<file path="src/rtl/alu_operand_sequencer_pkg.sv">
// Shared definitions for the ALU operand sequencer: state encodings and default widths.
package alu_operand_sequencer_pkg;

  localparam int unsigned NB_DATA_DEF     = 8;
  localparam int unsigned NB_OP_DEF       = 6;
  localparam int unsigned NB_STATE        = 2;
  localparam int unsigned DBNC_CYCLES_DEF = 1000000;

  localparam logic [NB_STATE-1:0] ST_LOAD_A  = 2'b00;
  localparam logic [NB_STATE-1:0] ST_LOAD_B  = 2'b01;
  localparam logic [NB_STATE-1:0] ST_LOAD_OP = 2'b10;
  localparam logic [NB_STATE-1:0] ST_SHOW    = 2'b11;

endpackage

</file>
<file path="src/rtl/alu_operand_sequencer_btn_debounce.sv">
// Button conditioner: 2-FF synchronizer, stability counter and rising-edge pulse.
module alu_operand_sequencer_btn_debounce #(
  parameter int unsigned DBNC_CYCLES = 1000000
) (
  input  logic i_clk,
  input  logic i_reset,
  input  logic i_btn,
  output logic o_pulse
);

  localparam int unsigned NB_CNT = (DBNC_CYCLES > 1) ? $clog2(DBNC_CYCLES) : 1;
  localparam logic [NB_CNT-1:0] CNT_LAST = NB_CNT'(DBNC_CYCLES - 1);

  logic [1:0]        sync_q;
  logic              stable_q;
  logic              stable_d;
  logic              stable_dly_q;
  logic              pulse_q;
  logic [NB_CNT-1:0] cnt_q;
  logic [NB_CNT-1:0] cnt_d;

  // Count only while the synced level disagrees with the accepted level; any bounce back restarts.
  always_comb begin
    cnt_d    = cnt_q;
    stable_d = stable_q;
    if (sync_q[1] == stable_q) begin
      cnt_d = '0;
    end else if (cnt_q == CNT_LAST) begin
      stable_d = sync_q[1];
      cnt_d    = '0;
    end else begin
      cnt_d = cnt_q + NB_CNT'(1);
    end
  end

  always_ff @(posedge i_clk or negedge i_reset) begin
    if (!i_reset) begin
      sync_q       <= '0;
      stable_q     <= 1'b0;
      stable_dly_q <= 1'b0;
      pulse_q      <= 1'b0;
      cnt_q        <= '0;
    end else begin
      sync_q       <= {sync_q[0], i_btn};
      stable_q     <= stable_d;
      stable_dly_q <= stable_q;
      pulse_q      <= stable_q & ~stable_dly_q;
      cnt_q        <= cnt_d;
    end
  end

  assign o_pulse = pulse_q;

endmodule

</file>
<file path="src/rtl/alu_operand_sequencer.sv">
// Single-button ALU front end: STEP walks A -> B -> OP -> SHOW, CLR restarts; result held on LEDs.
module alu_operand_sequencer
  import alu_operand_sequencer_pkg::*;
#(
  parameter int unsigned NB_DATA     = NB_DATA_DEF,
  parameter int unsigned NB_OP       = NB_OP_DEF,
  parameter int unsigned DBNC_CYCLES = DBNC_CYCLES_DEF
) (
  input  logic                i_clk,
  input  logic                i_reset,
  input  logic [NB_DATA-1:0]  i_dataSw,
  input  logic [NB_OP-1:0]    i_opSw,
  input  logic                i_btnStep,
  input  logic                i_btnClr,
  input  logic [NB_DATA-1:0]  i_aluResult,
  input  logic                i_aluOverflow,
  output logic [NB_DATA-1:0]  o_dataA,
  output logic [NB_DATA-1:0]  o_dataB,
  output logic [NB_OP-1:0]    o_op,
  output logic [NB_DATA-1:0]  o_resultLed,
  output logic                o_overflowLed,
  output logic                o_resultValid,
  output logic [NB_STATE-1:0] o_stateLed
);

  logic step_pulse;
  logic clr_pulse;

  logic [NB_STATE-1:0] state_q,    state_d;
  logic [NB_DATA-1:0]  data_a_q,   data_a_d;
  logic [NB_DATA-1:0]  data_b_q,   data_b_d;
  logic [NB_OP-1:0]    op_q,       op_d;
  logic [NB_DATA-1:0]  result_q,   result_d;
  logic                overflow_q, overflow_d;
  logic                valid_q,    valid_d;

  alu_operand_sequencer_btn_debounce #(
    .DBNC_CYCLES (DBNC_CYCLES)
  ) u_dbnc_step (
    .i_clk   (i_clk),
    .i_reset (i_reset),
    .i_btn   (i_btnStep),
    .o_pulse (step_pulse)
  );

  alu_operand_sequencer_btn_debounce #(
    .DBNC_CYCLES (DBNC_CYCLES)
  ) u_dbnc_clr (
    .i_clk   (i_clk),
    .i_reset (i_reset),
    .i_btn   (i_btnClr),
    .o_pulse (clr_pulse)
  );

  // Next state and register updates; clear overrides a coincident step.
  always_comb begin
    state_d    = state_q;
    data_a_d   = data_a_q;
    data_b_d   = data_b_q;
    op_d       = op_q;
    result_d   = result_q;
    overflow_d = overflow_q;
    valid_d    = valid_q;

    if (clr_pulse) begin
      state_d    = ST_LOAD_A;
      data_a_d   = '0;
      data_b_d   = '0;
      op_d       = '0;
      result_d   = '0;
      overflow_d = 1'b0;
      valid_d    = 1'b0;
    end else begin
      case (state_q)
        ST_LOAD_A: begin
          if (step_pulse) begin
            data_a_d = i_dataSw;
            state_d  = ST_LOAD_B;
          end
        end
        ST_LOAD_B: begin
          if (step_pulse) begin
            data_b_d = i_dataSw;
            state_d  = ST_LOAD_OP;
          end
        end
        ST_LOAD_OP: begin
          if (step_pulse) begin
            op_d    = i_opSw;
            state_d = ST_SHOW;
          end
        end
        ST_SHOW: begin
          // Valid low in SHOW marks the first cycle, when the ALU already sees the new opcode.
          if (step_pulse) begin
            state_d = ST_LOAD_A;
            valid_d = 1'b0;
          end else if (!valid_q) begin
            result_d   = i_aluResult;
            overflow_d = i_aluOverflow;
            valid_d    = 1'b1;
          end
        end
        default: begin
          state_d = ST_LOAD_A;
        end
      endcase
    end
  end

  always_ff @(posedge i_clk or negedge i_reset) begin
    if (!i_reset) begin
      state_q    <= ST_LOAD_A;
      data_a_q   <= '0;
      data_b_q   <= '0;
      op_q       <= '0;
      result_q   <= '0;
      overflow_q <= 1'b0;
      valid_q    <= 1'b0;
    end else begin
      state_q    <= state_d;
      data_a_q   <= data_a_d;
      data_b_q   <= data_b_d;
      op_q       <= op_d;
      result_q   <= result_d;
      overflow_q <= overflow_d;
      valid_q    <= valid_d;
    end
  end

  assign o_dataA       = data_a_q;
  assign o_dataB       = data_b_q;
  assign o_op          = op_q;
  assign o_resultLed   = result_q;
  assign o_overflowLed = overflow_q;
  assign o_resultValid = valid_q;
  assign o_stateLed    = state_q;

endmodule

</file>
<file path="config.mk">
export PLATFORM = sky130hd
export DESIGN_NAME = alu_operand_sequencer
export DESIGN_NICKNAME = d
export VERILOG_FILES = /design/src/rtl/alu_operand_sequencer_pkg.sv /design/src/rtl/alu_operand_sequencer_btn_debounce.sv /design/src/rtl/alu_operand_sequencer.sv
export SDC_FILE = /design/constraint.sdc
export NUM_CORES = 1
export LEC_CHECK = 0
export ABC_AREA = 0
export BUFFER_PORTS_ARGS = -buffer_cell sky130_fd_sc_hd__buf_2
export CAP_MARGIN = 10
export CORE_MARGIN = 2
export CORE_UTILIZATION = 58
export CTS_CLUSTER_SIZE = 40
export DETAILED_ROUTE_END_ITERATION = 8
export MAX_ROUTING_LAYER = met4
export PLACE_DENSITY = 0.81
export RECOVER_POWER = 50
export SKIP_CTS_REPAIR_TIMING = 1
export SYNTH_ARGS = -nofsm -noshare
export SYNTH_HDL_FRONTEND = slang
export SYNTH_HIERARCHICAL = 1
export SYNTH_SLANG_ARGS = --single-unit
</file>
<file path="constraint.sdc">
create_clock -name i_clk -period 4.5 [get_ports i_clk]
set_clock_uncertainty 0.1 [all_clocks]
set_input_delay 0.675 -clock i_clk [delete_from_list [all_inputs] [get_ports i_clk]]
set_output_delay 0.675 -clock i_clk [all_outputs]
set_load 0.01 [all_outputs]
</file>
==> impl_metrics.py, run 1 <==
metrics = {
    "status": {
        "status": "finished, violations left",
        "violations": "max-capacitance violations, max-slew violations",
    },
    "placement": {
        "place_area_sq_um": 4170,
        "portBuffers": 60,
        "dpl.cell_count": 494,
        "place_ws_ns": 2.36,
        "gp_congestion": 0.847,
        "dp_hpwl_microns": 4750,
    },
    "synth": {
        "synthTopCellsByCount": "84 x dfrtp_1, 50 x nor2_1, 37 x nand2_1, 34 x nand3_1, 26 x a21oi_1",
        "synth.area.top_cells": "dfrtp_1 55%, xnor2_1 5.0%, nor2_1 4.9%",
        "netlist_area_sq_um": 3840,
        "synth_warnings": 6,
        "synth_area_per_cell_sq_um": 10.4,
        "synth_nets": 403,
        "syn_inst": 370,
        "async_flop_share": 1.00,
        "synth_edf_count": 0,
        "yosys.area.top_type": "dfrtp_1",
        "yosysMostFrequentCell": "dfrtp_1",
        "ys.flop_type": "dfrtp_1",
        "ys_seq_area_frac": 0.547,
        "synth.top_cell.area_share": 0.547,
        "synthDistinctLibCells": 34,
        "ys_seq_elements": 84,
    },
    "timing": {
        "worst-slew-pin-transition_ns": 2.00,
        "finalCritPeriodShare": 0.482,
        "drv_slew": 85,
        "fmax_ghz": 0.461,
        "hold_viol_final": 0,
        "setup_viol": 0,
        "setup_ws_ns": 2.33,
        "rsz0062_at_grt": "no",
        "finalSetupTns_ns": 0,
        "relSlewSlack": -0.332,
        "fin_crit_ns": 2.17,
    },
    "grt": {
        "grtUsageMet2": 0.335,
        "grt_usage": 0.216,
        "busiest_layer": "met2",
        "antenna_found_initial": 0,
        "use_met3": 0.0593,
        "grt_util_met1": 0.268,
        "grt_pass1_vias": 2756,
        "grt_pass1_wl_microns": 12100,
        "grt_start_max_net_pins": 85,
        "grt-ovfl-total": 0,
    },
    "die": {
        "io_pins": 61,
        "initial_core_util": 0.602,
        "die_area_sq_um": 7290,
        "die_h_microns": 85.4,
        "fp.dieW_microns": 85.4,
        "core_area_sq_um": 6390,
        "rows": 29,
    },
    "power_and_ir_drop": {
        "internal_power_w": 0.00110,
        "power_w": 0.00140,
        "p_comb_frac": 0.029,
        "sw_frac_of_total": 0.214,
        "power.leakage_nw": 1.93,
        "p_sw_w": 0.000299,
        "seqPwrFrac": 0.548,
        "power_density_nw_per_um2": 319,
        "clockPowerShare": 0.423,
        "ir_drop_uv": 225,
    },
    "worst_setup_path": {
        "path_buf_inv": 0,
        "critPathTopFamily": "simple AND/OR/NAND/NOR gates",
        "critical_path_required_ns": 4.60,
        "path_class": "reg2reg",
        "cp-end-kind": "flop",
        "cp_max_fo": 28,
        "crit_path_cell_trace": "nor3b_2 > mux2i_1 > nor2_1",
        "cp_slowest_stage_delay_ns": 0.87,
        "cp-start-kind": "flop",
        "cp_slowest_cell": "nor3b_2",
        "arrival_ns": 2.27,
    },
    "hold_path": {
        "hp-class": "reg2reg",
    },
    "clock_network": {
        "path_clk_slew_ns": 0.08,
        "numCtsBuffers": 9,
        "cts_buffer_depth": 2,
        "root_buffer": "clkbuf_8",
        "htreeDepth": 3,
        "numClockSinks": 84,
        "cts_tree": "done",
        "worstSkewPairLatency_ns": 0.36,
    },
    "layout": {
        "stdcell_area_sq_um": 4390,
        "diodes": 0,
        "final_cells": 510,
        "nets": 461,
        "drive_above_1_share": 0.187,
        "syn2layout_area_growth_pct": 14.2,
    },
    "drt": {
        "dr.first_iter.drc_count": 173,
        "route.detailed.drc": 0,
        "first_pass_iters": 4,
        "antenna_left": 0,
        "via_count": 2860,
        "wl_microns": 7030,
        "drt-wirelength-per-cell_microns": 13.8,
        "routed_via_density": 5.61,
    },
    "job": {
        "drv_cap": 1,
    },
}
==> state kept, by name (all words and copies together), names as in the netlist <==
name and flops:
u_dbnc_step/cnt_q 20, o_resultLed 8, u_dbnc_clr/o_pulse 1, u_dbnc_step/stable_q 1, u_dbnc_step/o_pulse 1, u_dbnc_clr/stable_dly_q 1, o_dataB 8, u_dbnc_step/stable_dly_q 1
u_dbnc_step/sync_q 2, o_dataA 8, o_stateLed 2, o_op 6, o_overflowLed 1, u_dbnc_clr/sync_q 2, u_dbnc_clr/cnt_q 20, o_resultValid 1
u_dbnc_clr/stable_q 1
==> cell families (layout without fill, tap and decap cells) <==
group,Yosys count,count (layout),synth area share
AND/OR/NAND/NOR,173,173,0.232
flip-flops,84,84,0.547
AO/OA/AOI/OAI,33,33,0.0508
XOR/XNOR,32,32,0.0729
buffers and inverters,24,87,0.0283
multiplexers,18,18,0.0488
adder cells (fa/ha/maj),6,6,0.0195
==> layout make-up <==
type | count | area [sq um]
Tap cell | 77 | 96.3
Multi-Input combinational cell | 262 | 1630
Sequential cell | 84 | 2100
Inverter | 11 | 41.3
Clock buffer | 10 | 138
Fill cell | 498 | 2000
Timing Repair Buffer | 60 | 290
Clock inverter | 6 | 87.6
==> per-layer routing <==
metal | vias to the layer above | wire length, microns
met5 | - | 0
met4 | 0 | 129
met3 | 10 | 495
met2 | 92 | 3260
met1 | 1366 | 3140
li1 | 1392 | -
==> layout by cell type, fill, tap and decap left out, drive strengths merged, types with 11 or more instances in the layout <==
cell,synthesis,final
nor2,50,50
nand3,34,34
mux2i,15,15
nand2,37,37
inv,11,11
buf,8,51
clkbuf,5,19
xnor2,22,22
dfrtp,84,84
a21oi,26,26
==> per-stage QoR <==
step	hold slack (ns)	utilization
2_1_floorplan	0.231	-
3_3_place_gp	0.232	0.654
3_5_place_dp	0.239	0.654
4_1_cts	0.257	0.689
5_1_grt	0.277	0.687
6_report	0.254	0.687
==> final timing paths <==
check | startpoint | endpoint | slack (ns) | depth (start not counted)
hold reg to reg | u_dbnc_step/sync_q[0] | u_dbnc_step/sync_q[1] | 0.25 | 0
max in group asynchronous | i_reset | u_dbnc_clr/cnt_q[15] | 2.34 | 1
hold / removal | u_dbnc_step/sync_q[0] | u_dbnc_step/sync_q[1] | 0.25 | 0
setup reg to reg | u_dbnc_step/o_pulse | o_resultLed[3] | 2.33 | 3
setup / recovery | u_dbnc_step/o_pulse | o_resultLed[3] | 2.33 | 3
min in group asynchronous | i_reset | o_resultLed[1] | 0.75 | 1
==> worst reg2reg max path, cell delays in order, from the launching register on <==
cell	delay, ns
dfrtp_1	0.69
nor3b_2	0.87
mux2i_1	0.29
nor2_1	0.06
==> power groups by stage <==
stage | clock (W) | combinational (W) | sequential [W]
floorplan | 0 | 0.0000129 | 0.000780
finish | 0.000592 | 0.0000405 | 0.000767
global route | 0.000636 | 0.0000468 | 0.000768
global placement | 0 | 0.0000419 | 0.000781
CTS | 0.000604 | 0.0000421 | 0.000767
detailed placement | 0 | 0.0000418 | 0.000782
Note: power is estimated with default switching activity, not from simulation.
==> run 2: changes to the inputs <==
- CORE_UTILIZATION: 58 -> 56
- PLACE_DENSITY: 0.81 -> 0.79
- clock period: 4.5 -> 2.1 ns (I/O delays scaled with it)
==> run 2 against run 1 <==
Effect of this change: routed wire length rose by 1.8%; die area rose by 3.4%; sequential power rose by 110%; via count decreased by 0.70%; the flow now finishes without violations; flip-flop and latch count unchanged; non-clock buffer count rose by 11; register-to-register slack lost 2.1 ns; core utilization fell by 1.8 points; sequential share of layout area fell by 1.1 points; clock power increased by 130%; highest routed layer unchanged.
==> impl_metrics.py, run 2 (same netlist as run 1, synthesis figures left out) <==
metrics = {
    "status": {
        "status": "complete, no violations",
    },
    "die": {
        "die_h_microns": 86.8,
        "rows": 30,
        "fp.dieW_microns": 86.8,
        "io_pins": 61,
        "die_area_sq_um": 7540,
        "core_area_sq_um": 6720,
        "initial_core_util": 0.572,
    },
    "hold_path": {
        "hp-class": "in2reg",
    },
    "worst_setup_path": {
        "crit_path_start": "u_dbnc_clr/cnt_q[8]",
        "arrival_ns": 2.02,
        "path_class": "reg2reg",
        "endpoint": "u_dbnc_clr/cnt_q[17]",
        "critical_path_required_ns": 2.26,
        "r2r_start": "u_dbnc_clr/cnt_q[8]",
        "crit_path_cell_trace": "nand4_2 > or4_1 > or3_1 > a21oi_1",
        "cp-start-kind": "flop",
        "worst-r2r-cell-count": 4,
        "cp_max_fo": 6,
        "r2r_end": "u_dbnc_clr/cnt_q[17]",
        "cp_slowest_cell": "or4_1",
        "cp-end-kind": "flop",
        "reg2reg_slack_ns": 0.24,
        "cp_slowest_stage_delay_ns": 0.55,
    },
    "layout": {
        "top_regs": "u_dbnc_clr/cnt_q (20), u_dbnc_step/cnt_q (20)",
        "diodes": 0,
        "drive_above_1_share": 0.196,
        "nets": 472,
        "final_cell_mix": "84 x dfrtp_1, 50 x nor2_1, 50 x buf_2",
        "syn2layout_area_growth_pct": 16.9,
        "layout_commonest_cell": "dfrtp_1",
        "finish.utilization": 0.669,
    },
    "timing": {
        "rsz0062_at_grt": "no",
        "setup_ws_ns": 0.241,
        "worst-slew-pin-transition_ns": 0.698,
        "finalCritPeriodShare": 0.885,
        "fin_crit_ns": 1.86,
        "hold_viol_final": 0,
        "fmax_ghz": 0.538,
        "setup_viol": 0,
        "finalSetupTns_ns": 0,
        "relSlewSlack": 0.535,
        "drv_slew": 0,
    },
    "placement": {
        "portBuffers": 60,
        "dp_hpwl_microns": 5030,
        "gp_congestion": 0.814,
        "place_ws_ns": 0.238,
    },
    "grt": {
        "grt-ovfl-total": 0,
        "grt_usage": 0.210,
        "grt_pass1_vias": 2666,
        "grt_start_max_net_pins": 56,
        "grt_pass1_wl_microns": 12200,
        "antenna_found_initial": 0,
    },
    "power_and_ir_drop": {
        "power_density_nw_per_um2": 685,
        "ir_drop_uv": 359,
        "power.leakage_nw": 1.99,
        "power_w": 0.00308,
    },
    "drt": {
        "route.detailed.drc": 0,
        "antenna_left": 0,
        "via_count": 2840,
        "first_pass_iters": 4,
        "routed_via_density": 5.43,
        "drt-wirelength-per-cell_microns": 13.7,
        "dr.first_iter.drc_count": 205,
        "wl_microns": 7160,
    },
    "clock_network": {
        "numCtsBuffers": 9,
        "worstSkewPairLatency_ns": 0.33,
        "root_buffer": "clkbuf_8",
        "cts_tree": "done",
        "path_clk_slew_ns": 0.08,
        "numClockSinks": 84,
        "cts_buffer_depth": 2,
        "htreeDepth": 3,
    },
    "job": {
        "drv_cap": 0,
    },
}
==> run 2: metal layers <==
metal	wire length [microns]	vias to the layer above	GRT usage
li1	-	1408	-
met4	57	0	0.0710
met1	3220	1352	0.276
met2	3470	76	0.330
met3	404	4	0.0371
met5	0	-	-
==> run 2: per-stage QoR <==
step                cell area [sq um]  cells  hold slack [ns]
CTS                              4490    520           -0.206
global placement                 4250    505            0.160
finish                           4490    523            0.121
detailed placement               4250    505            0.169
floorplan                        3840    370          -0.0806
global route                     4490    523            0.121
==> run 2: power breakdown <==
group	internal, W	total, W	switching [W]
combinational	0.0000359	0.0000954	0.0000595
sequential	0.00163	0.00164	0.0000126
clock	0.000785	0.00134	0.000555
==> run 2: how the worst min path moves through the flow <==
stage / from / endpoint / slack (ns) / cells past startpoint
global route: i_dataSw[0] / o_dataA[0] / 0.12 / 3
detailed placement: i_reset / o_resultLed[6] / 0.17 / 1
CTS: i_reset / o_resultLed[6] / -0.21 / 1
floorplan: i_reset / o_dataA[0] / -0.08 / 0
finish: i_opSw[4] / o_op[4] / 0.12 / 3
global placement: i_reset / o_resultLed[6] / 0.16 / 1
==> run 2: final cells by class <==
cell class,instances,area [sq um]
clock buffer,9,124
tap,80,100
inverter,11,41.3
sequential,84,2100
clock inverter,6,114
timing repair buffer,71,379
fill,541,2230
multi-input combinational,262,1630
==> run 2: critical path, delay by kind of cell, from the launching register on <==
| kind | cells | cell delay [ns] |
|---|---|---|
| flip-flops | 1 | 0.47 |
| AND/OR/NAND/NOR | 3 | 1.09 |
| AO/OA/AOI/OAI | 1 | 0.14 |
